`src/rtl/bilinear_interp.sv`:
```
// rtl/bilinear_interp.sv - three-stage bilinear pixel interpolator with AXI-style output framing
module bilinear_interp #(
  parameter int img_width  = 640,
  parameter int img_height = 480
) (
  input  logic       clk,
  input  logic       rst,
  input  logic [7:0] lu,
  input  logic [7:0] ru,
  input  logic [7:0] ld,
  input  logic [7:0] rd,
  input  logic [5:0] xfrac,
  input  logic [5:0] yfrac,
  input  logic       ptvalid,
  input  logic       ptlast,
  output logic       ptready,
  output logic [7:0] m_tdata,
  output logic       m_tvalid,
  input  logic       m_tready,
  output logic       m_tlast,
  output logic       m_tuser,
  output logic       frame_done,
  output logic       frame_err
);
  localparam int xw = (img_width > 1) ? $clog2(img_width) : 1;
  localparam int yw = (img_height > 1) ? $clog2(img_height) : 1;
  localparam logic [xw-1:0] x_max = xw'(img_width - 1);
  localparam logic [yw-1:0] y_max = yw'(img_height - 1);

  logic        s1_valid_q, s1_valid_d;
  logic [13:0] s1_top_q, s1_top_d;
  logic [13:0] s1_bot_q, s1_bot_d;
  logic [5:0]  s1_yfrac_q, s1_yfrac_d;
  logic        s1_last_q, s1_last_d;
  logic        s2_valid_q, s2_valid_d;
  logic [19:0] s2_v_q, s2_v_d;
  logic        s2_last_q, s2_last_d;
  logic        out_valid_q, out_valid_d;
  logic [7:0]  out_data_q, out_data_d;
  logic        out_last_q, out_last_d;
  logic [xw-1:0] x_q, x_d;
  logic [yw-1:0] y_q, y_d;
  logic        done_q, done_d;
  logic        err_q, err_d;

  logic       en;
  logic       xfer;
  logic [6:0] wx;
  logic [6:0] wy;

  always_comb begin
    en   = !out_valid_q || m_tready;
    xfer = out_valid_q && m_tready;
    wx   = 7'd64 - {1'b0, xfrac};
    wy   = 7'd64 - {1'b0, s1_yfrac_q};

    s1_valid_d  = s1_valid_q;
    s1_top_d    = s1_top_q;
    s1_bot_d    = s1_bot_q;
    s1_yfrac_d  = s1_yfrac_q;
    s1_last_d   = s1_last_q;
    s2_valid_d  = s2_valid_q;
    s2_v_d      = s2_v_q;
    s2_last_d   = s2_last_q;
    out_valid_d = out_valid_q;
    out_data_d  = out_data_q;
    out_last_d  = out_last_q;

    // All stages move together; a stalled output freezes the whole pipe.
    if (en) begin
      s1_valid_d  = ptvalid;
      s1_top_d    = 14'(lu) * 14'(wx) + 14'(ru) * 14'(xfrac);
      s1_bot_d    = 14'(ld) * 14'(wx) + 14'(rd) * 14'(xfrac);
      s1_yfrac_d  = yfrac;
      s1_last_d   = ptlast;
      s2_valid_d  = s1_valid_q;
      s2_v_d      = 20'(s1_top_q) * 20'(wy) + 20'(s1_bot_q) * 20'(s1_yfrac_q);
      s2_last_d   = s1_last_q;
      out_valid_d = s2_valid_q;
      out_data_d  = 8'((s2_v_q + 20'd2048) >> 12);
      out_last_d  = s2_last_q;
    end

    x_d    = x_q;
    y_d    = y_q;
    done_d = 1'b0;
    err_d  = err_q;
    // ptlast always ends the frame; a mismatch with the counted size is flagged either way.
    if (xfer) begin
      if (out_last_q) begin
        x_d    = '0;
        y_d    = '0;
        done_d = 1'b1;
        if (!(x_q == x_max && y_q == y_max)) err_d = 1'b1;
      end else if (x_q == x_max) begin
        x_d = '0;
        if (y_q == y_max) begin
          y_d   = '0;
          err_d = 1'b1;
        end else begin
          y_d = y_q + yw'(1);
        end
      end else begin
        x_d = x_q + xw'(1);
      end
    end
  end

  always_ff @(posedge clk) begin
    if (rst) begin
      s1_valid_q  <= 1'b0;
      s1_top_q    <= '0;
      s1_bot_q    <= '0;
      s1_yfrac_q  <= '0;
      s1_last_q   <= 1'b0;
      s2_valid_q  <= 1'b0;
      s2_v_q      <= '0;
      s2_last_q   <= 1'b0;
      out_valid_q <= 1'b0;
      out_data_q  <= '0;
      out_last_q  <= 1'b0;
      x_q         <= '0;
      y_q         <= '0;
      done_q      <= 1'b0;
      err_q       <= 1'b0;
    end else begin
      s1_valid_q  <= s1_valid_d;
      s1_top_q    <= s1_top_d;
      s1_bot_q    <= s1_bot_d;
      s1_yfrac_q  <= s1_yfrac_d;
      s1_last_q   <= s1_last_d;
      s2_valid_q  <= s2_valid_d;
      s2_v_q      <= s2_v_d;
      s2_last_q   <= s2_last_d;
      out_valid_q <= out_valid_d;
      out_data_q  <= out_data_d;
      out_last_q  <= out_last_d;
      x_q         <= x_d;
      y_q         <= y_d;
      done_q      <= done_d;
      err_q       <= err_d;
    end
  end

  assign ptready    = en;
  assign m_tvalid   = out_valid_q;
  assign m_tdata    = out_data_q;
  assign m_tlast    = (x_q == x_max);
  assign m_tuser    = (x_q == '0) && (y_q == '0);
  assign frame_done = done_q;
  assign frame_err  = err_q;
endmodule
```
`config.mk`:
```
export PLATFORM = sky130hd
export DESIGN_NAME = bilinear_interp
export DESIGN_NICKNAME = d
export VERILOG_FILES = /design/src/rtl/bilinear_interp.sv
export SDC_FILE = /design/constraint.sdc
export NUM_CORES = 1
export LEC_CHECK = 0
export CORE_MARGIN = 2
export CORE_UTILIZATION = 58
export DETAILED_ROUTE_END_ITERATION = 6
export GPL_ROUTABILITY_DRIVEN = 0
export PLACE_DENSITY_LB_ADDON = 0.1
export SETUP_SLACK_MARGIN = 0.1
export SYNTH_ARGS = -nofsm -noshare
export SYNTH_HDL_FRONTEND = slang
export SYNTH_SLANG_ARGS = --single-unit
```
`constraint.sdc`:
```
create_clock -name clk -period 6.7 [get_ports clk]
set_input_delay 0.67 -clock clk [delete_from_list [all_inputs] [get_ports clk]]
set_output_delay 0.67 -clock clk [all_outputs]
set_load 0.02 [all_outputs]
```
# Word level (Yosys, flattened, before mapping)
# Index checks and enable logic that the tools add are counted.
# W data, S select, Z words.
totals:
  inputBits: 49
  register_bits: 89
  wordCells: 55
  out_inout_bits: 14
classes:
  reduce_logical: 12
  n_eq_ne: 3
  mul: 6
  bitwise: 1
  n_mux: 10
  addsub: 8
op_table:
  columns: ["cell", "n"]
  rows:
  - ["$add A14 B14 Y14", 2]
  - ["$mul A8 B6 Y14", 2]
  - ["$mul A8 B7 Y14", 2]
  - ["$mux W9", 3]
  - ["$add A20 B12 Y20 const B", 1]
  - ["$add A20 B20 Y20", 1]
  - ["$mul A14 B6 Y20", 1]
  - ["$mul A14 B7 Y20", 1]
  - ["$mux W10", 2]
  - ["$sub A7 B6 Y7 const A", 2]
  - ["$add A10 B1 Y10 const B", 1]
  - ["$eq A10 B10 Y1 const B", 1]
  - ["$logic_not A10 Y1", 1]
  - ["$add A9 B1 Y9 const B", 1]
  - ["$eq A9 B9 Y1 const B", 1]
  - ["$logic_not A9 Y1", 1]
  - ["$mux W1", 5]
  - ["$reduce_and A4 Y1", 1]
  - ["$reduce_bool A2 Y1", 2]
  - ["$logic_and A1 B1 Y1", 3]
  - ["$ne A2 B2 Y1 const B", 1]
  - ["$reduce_and A2 Y1", 1]
  - ["$reduce_or A2 Y1", 1]
  - ["$logic_not A1 Y1", 1]
  - ["other kinds (2)", 2]

# Depth between registers and ports, before layout
# Gate-level depths: netlist of the first run.
depth:
  word_depth: 4
  ltp_mapped: 25
  ltp_nobuf: 22

# Worst setup path before layout of the first run
# OpenSTA, ideal clock, no wires.
synth_path:
  kind: "reg2reg"
  start: "register s1_yfrac_q[0]"
  end: "register s2_v_q[19]"
  required_ns: 6.584
  setup_slack_ns: 0.431
  n_path_buf: 3
  path_stages_with_launch: 24
  setup_ns: 0.116
  t_arrival_ns: 6.153
  period_less_slack_ns: 6.269
  cell_sequence: "dfxtp_1 > clkbuf_1 > clkbuf_1 > inv_1 > ha_1 > nand2_1 > xor2_1 > clkbuf_1 > nand2_1 > fa_1 > inv_1 > fa_1 > fa_1 > fa_1 > inv_1 > fa_1 > inv_1 > ha_1 > a21o_1 > a21o_1 > a2111oi_4 > a311oi_1 > or3_1 > a41o_1"
synth_via:
  elab_chain_len: 3
  elab_cells_between_ends: 4
  classes_between: "2 x add/sub; 2 x mul"
synth_rtl:
  columns: ["item", "line_no", "text"]
  rows:
  - ["from (decl)", "33", "logic [5:0] s1_yfrac_q, s1_yfrac_d;"]
  - ["from (signal assigned)", "130", "s1_yfrac_q <= s1_yfrac_d;"]
  - ["$sub A7 B6 Y7", "55", "wy = 7'd64 - {1'b0, s1_yfrac_q};"]
  - ["$mul A14 B7 Y20", "77", "s2_v_d = 20'(s1_top_q) * 20'(wy) + 20'(s1_bot_q) * 20'(s1_yfrac_q);"]
  - ["$add A20 B20 Y20 (*)", "77", null]
  - ["to (signal assigned)", "133", "s2_v_q <= s2_v_d;"]
  - ["to (decl)", "36", "logic [19:0] s2_v_q, s2_v_d;"]
# Mark *: on every way between the ends. The rest lies on a longest branch, timed or not.
# A chain may end at the register's enable or synchronous reset.

# Worst setup path after layout of the first run
# Same ends and word-level chain as after synthesis.

==> impl_metrics.py, run 1 <==
metrics = {
    "status": {
        "status": "completed",
    },
    "min_path": {
        "worstHoldPathType": "flip-flop to flip-flop",
    },
    "cells_and_area": {
        "fillers": 2350,
        "multi_input_area_mm2": 0.0122,
        "regArea_mm2": 0.00156,
        "fin_util_pct": 63.5,
        "synthToLayoutAreaGrowth_pct": 8.52,
        "num_antenna_cells": 0,
        "fin_cells": 2204,
        "final_layout_size_suffix_gt1_share_pct": 2.95,
        "layout.nets": 2339,
    },
    "setup_path": {
        "r2r-start": "s1_yfrac_q[0]$_SDFFE_PP0P_",
        "r2r_slack_ns": 0.48,
        "crit_type": "flip-flop to flip-flop",
        "cp-endpoint": "s2_v_q[19]$_SDFFE_PP0P_",
        "ff2ff_path_depth": 19,
        "path_max_fanout": 14,
        "setup.worst_path.start_class": "flip-flop",
        "startpoint": "s1_yfrac_q[0]$_SDFFE_PP0P_",
        "rr_endpoint": "s2_v_q[19]$_SDFFE_PP0P_",
        "worstPathArrival_ns": 6.46,
        "required_ns": 6.94,
        "cp-end-kind": "flip-flop",
    },
    "synth": {
        "synth_area_mm2": 0.0156,
        "synthXorXnorAreaFrac_pct": 3.65,
        "synth_compound_area_share_pct": 6.22,
        "synth_top_family_by_area": "adder cells",
        "yosys.area_share.simple_pct": 20.1,
        "synth_warnings": 0,
        "synthAdderAreaFrac_pct": 48.5,
        "syn_nets": 2299,
        "synth_top_flop_cell": "dfxtp_1",
        "synth-seq-cells": 78,
        "async_flop_share_pct": 0,
        "synthMuxAreaShare_pct": 0.0642,
        "ys_seq_area_share_pct": 10.0,
        "ys_types": 58,
        "synth_edf_count": 0,
        "synthCells": 1818,
        "syn_area_per_cell_um2": 8.57,
    },
    "clocking": {
        "clock_latency_ns": 0.34,
        "tritoncts": "built",
        "cts_inserted_buffers": 9,
        "cts-root-buf": "clkbuf_16",
        "cts_buffer_depth": 2,
        "cts_hold_buf": 0,
        "clkTransAtPathRegs_ns": 0.07,
        "ctsResizeCount": 0,
        "cts_sinks": 78,
        "h-tree-depth": 3,
        "postCtsSetupRepairBufs": 0,
    },
    "floorplanning": {
        "die_height_um": 168,
        "core_area_mm2": 0.0267,
        "fp-row-count": 60,
        "dieArea_mm2": 0.0282,
        "pin_count": 63,
        "initial_utilization_pct": 58.5,
        "die_w_um": 168,
    },
    "power_and_ir_drop": {
        "pwr_density_cell_mw_per_mm2": 446,
        "power_mw": 7.54,
        "total_leakage_power_nw": 8.46,
        "ir_worst_vdd_v": 0.000382,
    },
    "global_routing": {
        "grt_max_degree": 70,
        "grt_overflow": 0,
        "antenna_found_initial": 0,
        "grt_pass1_vias": 12300,
        "grt_pass1_wl_um": 58900,
        "grt.total_usage_pct": 25.8,
    },
    "sta": {
        "drv_slew": 0,
        "final-hold-violation-count": 0,
        "min_period_ns": 6.22,
        "fin_crit_sh_pct": 92.8,
        "final-setup-viol-count": 0,
        "rsz0062_at_grt": "false",
        "tightest_slew_ns": 0.933,
        "slew_headroom_pct": 37.3,
        "fin_skew_ns": 0.00727,
        "fmax_mhz": 161,
        "fin_tns_setup_ns": 0,
        "holdWs_ns": 0.467,
    },
    "placed_design": {
        "numPortBuffers": 62,
        "dp_hpwl_um": 28400,
        "dp.cells": 2188,
    },
    "routing": {
        "drt-pass1-iter-count": 5,
        "drt_iter0_markers": 509,
        "vias": 11700,
        "drc": 0,
        "avgViaCountPerCell": 5.30,
        "wl_per_cell_um": 15.7,
        "wl_um": 34500,
        "final_antenna_net_count": 0,
    },
    "run": {
        "cap_violations": 0,
    },
}
[cells by family (layout without fill, tap and decap cells)]
| kind of cell | after synthesis | in the layout |
|---|---|---|
| AO/OA/AOI/OAI | 146 | 146 |
| XOR/XNOR | 65 | 65 |
| adder cells (fa/ha/maj) | 432 | 432 |
| buffers and inverters | 476 | 521 |
| flip-flops | 78 | 78 |
| multiplexers | 1 | 1 |
| AND/OR/NAND/NOR | 620 | 620 |
[through the flow]
step                      area [um^2]  setup WS (ns)
after floorplan                 15600          0.431
after global placement          16600          0.335
after detailed placement        16600          0.238
after CTS                       16900          0.497
after global routing            16900          0.118
final                           16900          0.482
[report_power, final]
part	internal (mW)	switching [mW]
sequential	0.590	0.180
clock	0.294	0.226
combinational	2.72	3.53
total	3.60	3.94
[sequential cells by signal (all words and copies together) (netlist names), 6 cells and up]
name        cells
x_q            10
m_tdata         8
y_q             9
s1_bot_q       14
s1_top_q       14
s2_v_q          9
s1_yfrac_q      6
[cell usage in the layout (no fill, tap or decap), drive strengths merged, types with 5 or more instances in the layout]
cell type and instances:
inv 420, fa 287, nand2 264, and2 214, ha 145, dfxtp 78
clkdlybuf4s50 61, a21oi 53, nor2 47, xnor2 46, buf 27, nand3 24
o21ai 24, xor2 19, a211oi 19, nor3 14, nor4 11, clkbuf 9
or3 8, nand4 8, a21o 6, o211ai 6, a31oi 6, or4 6
and3 5, o21a 5
[routing by layer]
layer,GRT usage (%),share of wire [%],vias to the layer above
li1,-,-,5584
met1,32.7,44,5845
met2,47.6,51,222
met3,2.37,3.7,37
met5,0,0,-
met4,6.39,1.7,0
[synthesized netlist by cell type, drive strengths merged (8+ instances only)]
master	instances	share of area, %
xnor2	46	2.6
o21ai	24	0.82
nand2	264	6.4
dfxtp	78	10
fa	287	37
nor2	47	1.1
clkbuf	52	1.3
and2	214	8.6
ha	145	12
nor4	11	0.58
or3	8	0.32
inv	416	10
nor3	14	0.45
xor2	19	1.1
nand3	24	0.77
a21oi	53	1.7
a211oi	19	1.0
nand4	8	0.36
[final cells by class]
class,count,area share [%]
timing repair buffer,88,4.79
inverter,417,9.25
multi-input combinational,1264,72.4
sequential,78,9.23
tap,341,2.52
clock inverter,7,0.473
clock buffer,9,1.33
[how the worst min path moves through the flow]
stage / startpoint / to / slack [ns] / cells after the start
after detailed placement: s1_valid_q$_SDFFE_PP0P_ / s2_valid_q$_SDFFE_PP0P_ / 0.45 / 2
after CTS: s2_valid_q$_SDFFE_PP0P_ / s2_valid_q$_SDFFE_PP0P_ / 0.47 / 2
after global routing: s1_valid_q$_SDFFE_PP0P_ / s1_valid_q$_SDFFE_PP0P_ / 0.49 / 2
final: s1_valid_q$_SDFFE_PP0P_ / s2_valid_q$_SDFFE_PP0P_ / 0.47 / 2
after floorplan: s1_last_q$_SDFFE_PP0P_ / s1_last_q$_SDFFE_PP0P_ / 0.43 / 2
after global placement: s1_last_q$_SDFFE_PP0P_ / s1_last_q$_SDFFE_PP0P_ / 0.44 / 2
[critical path, cell delays in order, from the launching register on]
cell and delay, ns:
dfxtp_1 0.59, nor3_1 0.13, xnor2_1 0.75, and2_1 0.25, fa_1 0.42, inv_1 0.09
fa_1 0.42, inv_1 0.09, fa_1 0.46, fa_1 0.55, inv_1 0.05, fa_1 0.48
inv_1 0.04, ha_1 0.33, o21ai_0 0.18, a21oi_1 0.12, o41ai_1 0.44, a311oi_1 0.12
or3_1 0.34, a41o_1 0.25
(Power assumes the default switching activity.)
==> run 2: changes to the inputs <==
Settings changed: CELL_PAD_IN_SITES_DETAIL_PLACEMENT from default to 1, CELL_PAD_IN_SITES_GLOBAL_PLACEMENT from default to 1, CORE_UTILIZATION 58 to 49.
Clock period 6.7 ns to 6.4 ns, I/O delays scaled along.
==> impl_metrics.py, run 2 (synthesis results as in run 1) <==
metrics = {
    "clocking": {
        "h-tree-depth": 3,
        "cts_inserted_buffers": 9,
        "postCtsSetupRepairBufs": 0,
        "cts_buffer_depth": 2,
        "cts-root-buf": "clkbuf_16",
        "clkTransAtPathRegs_ns": 0.07,
        "cts_hold_buf": 0,
        "clock_latency_ns": 0.36,
        "tritoncts": "built",
        "cts_sinks": 78,
    },
    "floorplanning": {
        "pin_count": 63,
        "core_area_mm2": 0.0315,
        "die_height_um": 182,
        "die_w_um": 182,
        "initial_utilization_pct": 49.5,
        "fp-row-count": 65,
        "dieArea_mm2": 0.0333,
    },
    "sta": {
        "holdWs_ns": 0.457,
        "tightest_slew_ns": 0.847,
        "min_period_ns": 6.01,
        "fin_skew_ns": 0.00805,
        "final-setup-viol-count": 0,
        "rsz0062_at_grt": "false",
        "drv_slew": 0,
        "fmax_mhz": 166,
        "slew_headroom_pct": 43.4,
        "fin_tns_setup_ns": 0,
        "fin_crit_sh_pct": 93.9,
        "final-hold-violation-count": 0,
    },
    "routing": {
        "wl_um": 40300,
        "drt-pass1-iter-count": 5,
        "avgViaCountPerCell": 5.25,
        "drc": 0,
        "vias": 11900,
        "wl_per_cell_um": 17.7,
        "drt_iter0_markers": 407,
        "final_antenna_net_count": 0,
    },
    "setup_path": {
        "setup.worst_path.start_class": "flip-flop",
        "rr_endpoint": "s2_v_q[19]$_SDFFE_PP0P_",
        "cp_slowest_cell": "fa_1",
        "crit_type": "flip-flop to flip-flop",
        "r2r_slack_ns": 0.39,
        "cp_num_buf_inv": 5,
        "path_cells": "inv_1 -> ha_1 -> nand2_1 -> xor2_1 -> buf_4 -> nand2_1 -> fa_1 -> inv_1 -> fa_1 -> fa_1 -> fa_1 -> inv_1 -> fa_1 -> inv_1 -> ha_1 -> a21o_1 -> a21o_1 -> a2111oi_4 -> a311oi_1 -> or3_1 -> a41o_1",
        "ff2ff_path_depth": 21,
        "cp_slowest_stage_delay_ns": 0.57,
        "required_ns": 6.65,
        "worstPathArrival_ns": 6.26,
        "cp.depth": 21,
        "path_max_fanout": 7,
        "r2r-start": "s1_yfrac_q[1]$_SDFFE_PP0P_",
        "critPathTopFamily": "adder cells",
        "crit_path_frequent_cell": "fa_1",
        "cp-end-kind": "flip-flop",
    },
    "global_routing": {
        "antenna_found_initial": 0,
        "grt.total_usage_pct": 25.7,
        "grt_overflow": 0,
        "grt_pass1_wl_um": 67800,
        "grt_max_degree": 64,
        "grt_pass1_vias": 13500,
    },
    "min_path": {
        "holdCritStartpoint": "s2_last_q$_SDFFE_PP0P_",
        "whs_endpoint": "s2_last_q$_SDFFE_PP0P_",
        "worstHoldPathType": "flip-flop to flip-flop",
        "hold_depth": 2,
    },
    "cells_and_area": {
        "most-common-layout-cells": "inv_1, fa_1, nand2_1, and2_1, ha_1",
        "synthToLayoutAreaGrowth_pct": 9.70,
        "mostFrequentLayoutCell": "inv_1",
        "num_antenna_cells": 0,
        "multi_input_area_mm2": 0.0123,
        "layout.nets": 2351,
        "fillers": 3747,
        "top_regs": "s1_bot_q: 14 flops, s1_top_q: 14 flops, x_q: 10 flops",
        "final_layout_size_suffix_gt1_share_pct": 3.68,
        "regArea_mm2": 0.00156,
    },
    "power_and_ir_drop": {
        "clockPowerShare_pct": 6.2,
        "seqPwrFrac_pct": 10.1,
        "p_switching_mw": 4.35,
        "intPower_mw": 3.81,
        "total_leakage_power_nw": 8.52,
        "p_comb_share_pct": 83.7,
        "sw_frac_of_total_pct": 53.3,
        "ir_worst_vdd_v": 0.000317,
        "pwr_density_cell_mw_per_mm2": 477,
    },
    "status": {
        "status": "completed",
    },
    "placed_design": {
        "dp_hpwl_um": 34100,
        "numPortBuffers": 62,
    },
    "run": {
        "cap_violations": 0,
    },
}
[run 2: metrics by stage]
stage	util [%]	instance area, um^2	worst slack [ns]	power, mW	std cells
after CTS	54.3	17100	0.263	8.26	2277
after global placement	53.4	16800	0.0778	7.39	2261
after floorplan	-	15600	0.131	5.89	1818
after detailed placement	53.4	16800	-0.124	7.70	2261
after global routing	54.3	17100	0.102	9.24	2277
final	54.3	17100	0.388	8.15	2277
[run 2: power by group through the flow]
stage	Sequential (mW)	Combinational (mW)	Clock (mW)
CTS	0.819	6.92	0.515
global route	0.839	7.87	0.534
floorplan	0.736	5.16	0
finish	0.824	6.83	0.503
global placement	0.820	6.57	0
detailed placement	0.829	6.87	0
[run 2: area by class of cell]
type	count	share of cell area, %
flip-flops and latches	78	9.13
inverters	417	9.15
well taps	402	2.94
clock buffers	10	1.40
multi-input cells	1264	71.7
repair buffers	100	5.41
clock inverters	6	0.271
[run 2: metal layers]
layer	up-vias	track usage, %	wire length, um
met3	55	2.04	974
met1	6139	32.0	17300
met2	154	47.2	21000
met4	0	8.06	1110
met5	-	0	0
li1	5597	-	-
[run 2: tightest hold or removal path: stages, from the launching register on]
cell and delay (ns):
dfxtp_1 0.31, nand2_1 0.05, a21oi_1 0.05
[run 2: how the worst max path moves through the flow]
stage	start	endpoint	slack [ns]
finish	s1_yfrac_q[1]$_SDFFE_PP0P_	s2_v_q[19]$_SDFFE_PP0P_	0.39
detailed placement	xfrac[2]	s1_top_q[11]$_SDFFE_PP0P_	-0.12
CTS	xfrac[2]	s1_top_q[11]$_SDFFE_PP0P_	0.26
global placement	xfrac[2]	s1_top_q[11]$_SDFFE_PP0P_	0.08
global route	s1_yfrac_q[3]$_SDFFE_PP0P_	s2_v_q[19]$_SDFFE_PP0P_	0.10
floorplan	s1_yfrac_q[0]$_SDFFE_PP0P_	s2_v_q[19]$_SDFFE_PP0P_	0.13
[run 2: timing repair]
action                                  4_1_cts  5_1_grt
hold endpoints to repair                      0        0
gates resized for setup                       0        3
endpoints found under the setup margin        0        5
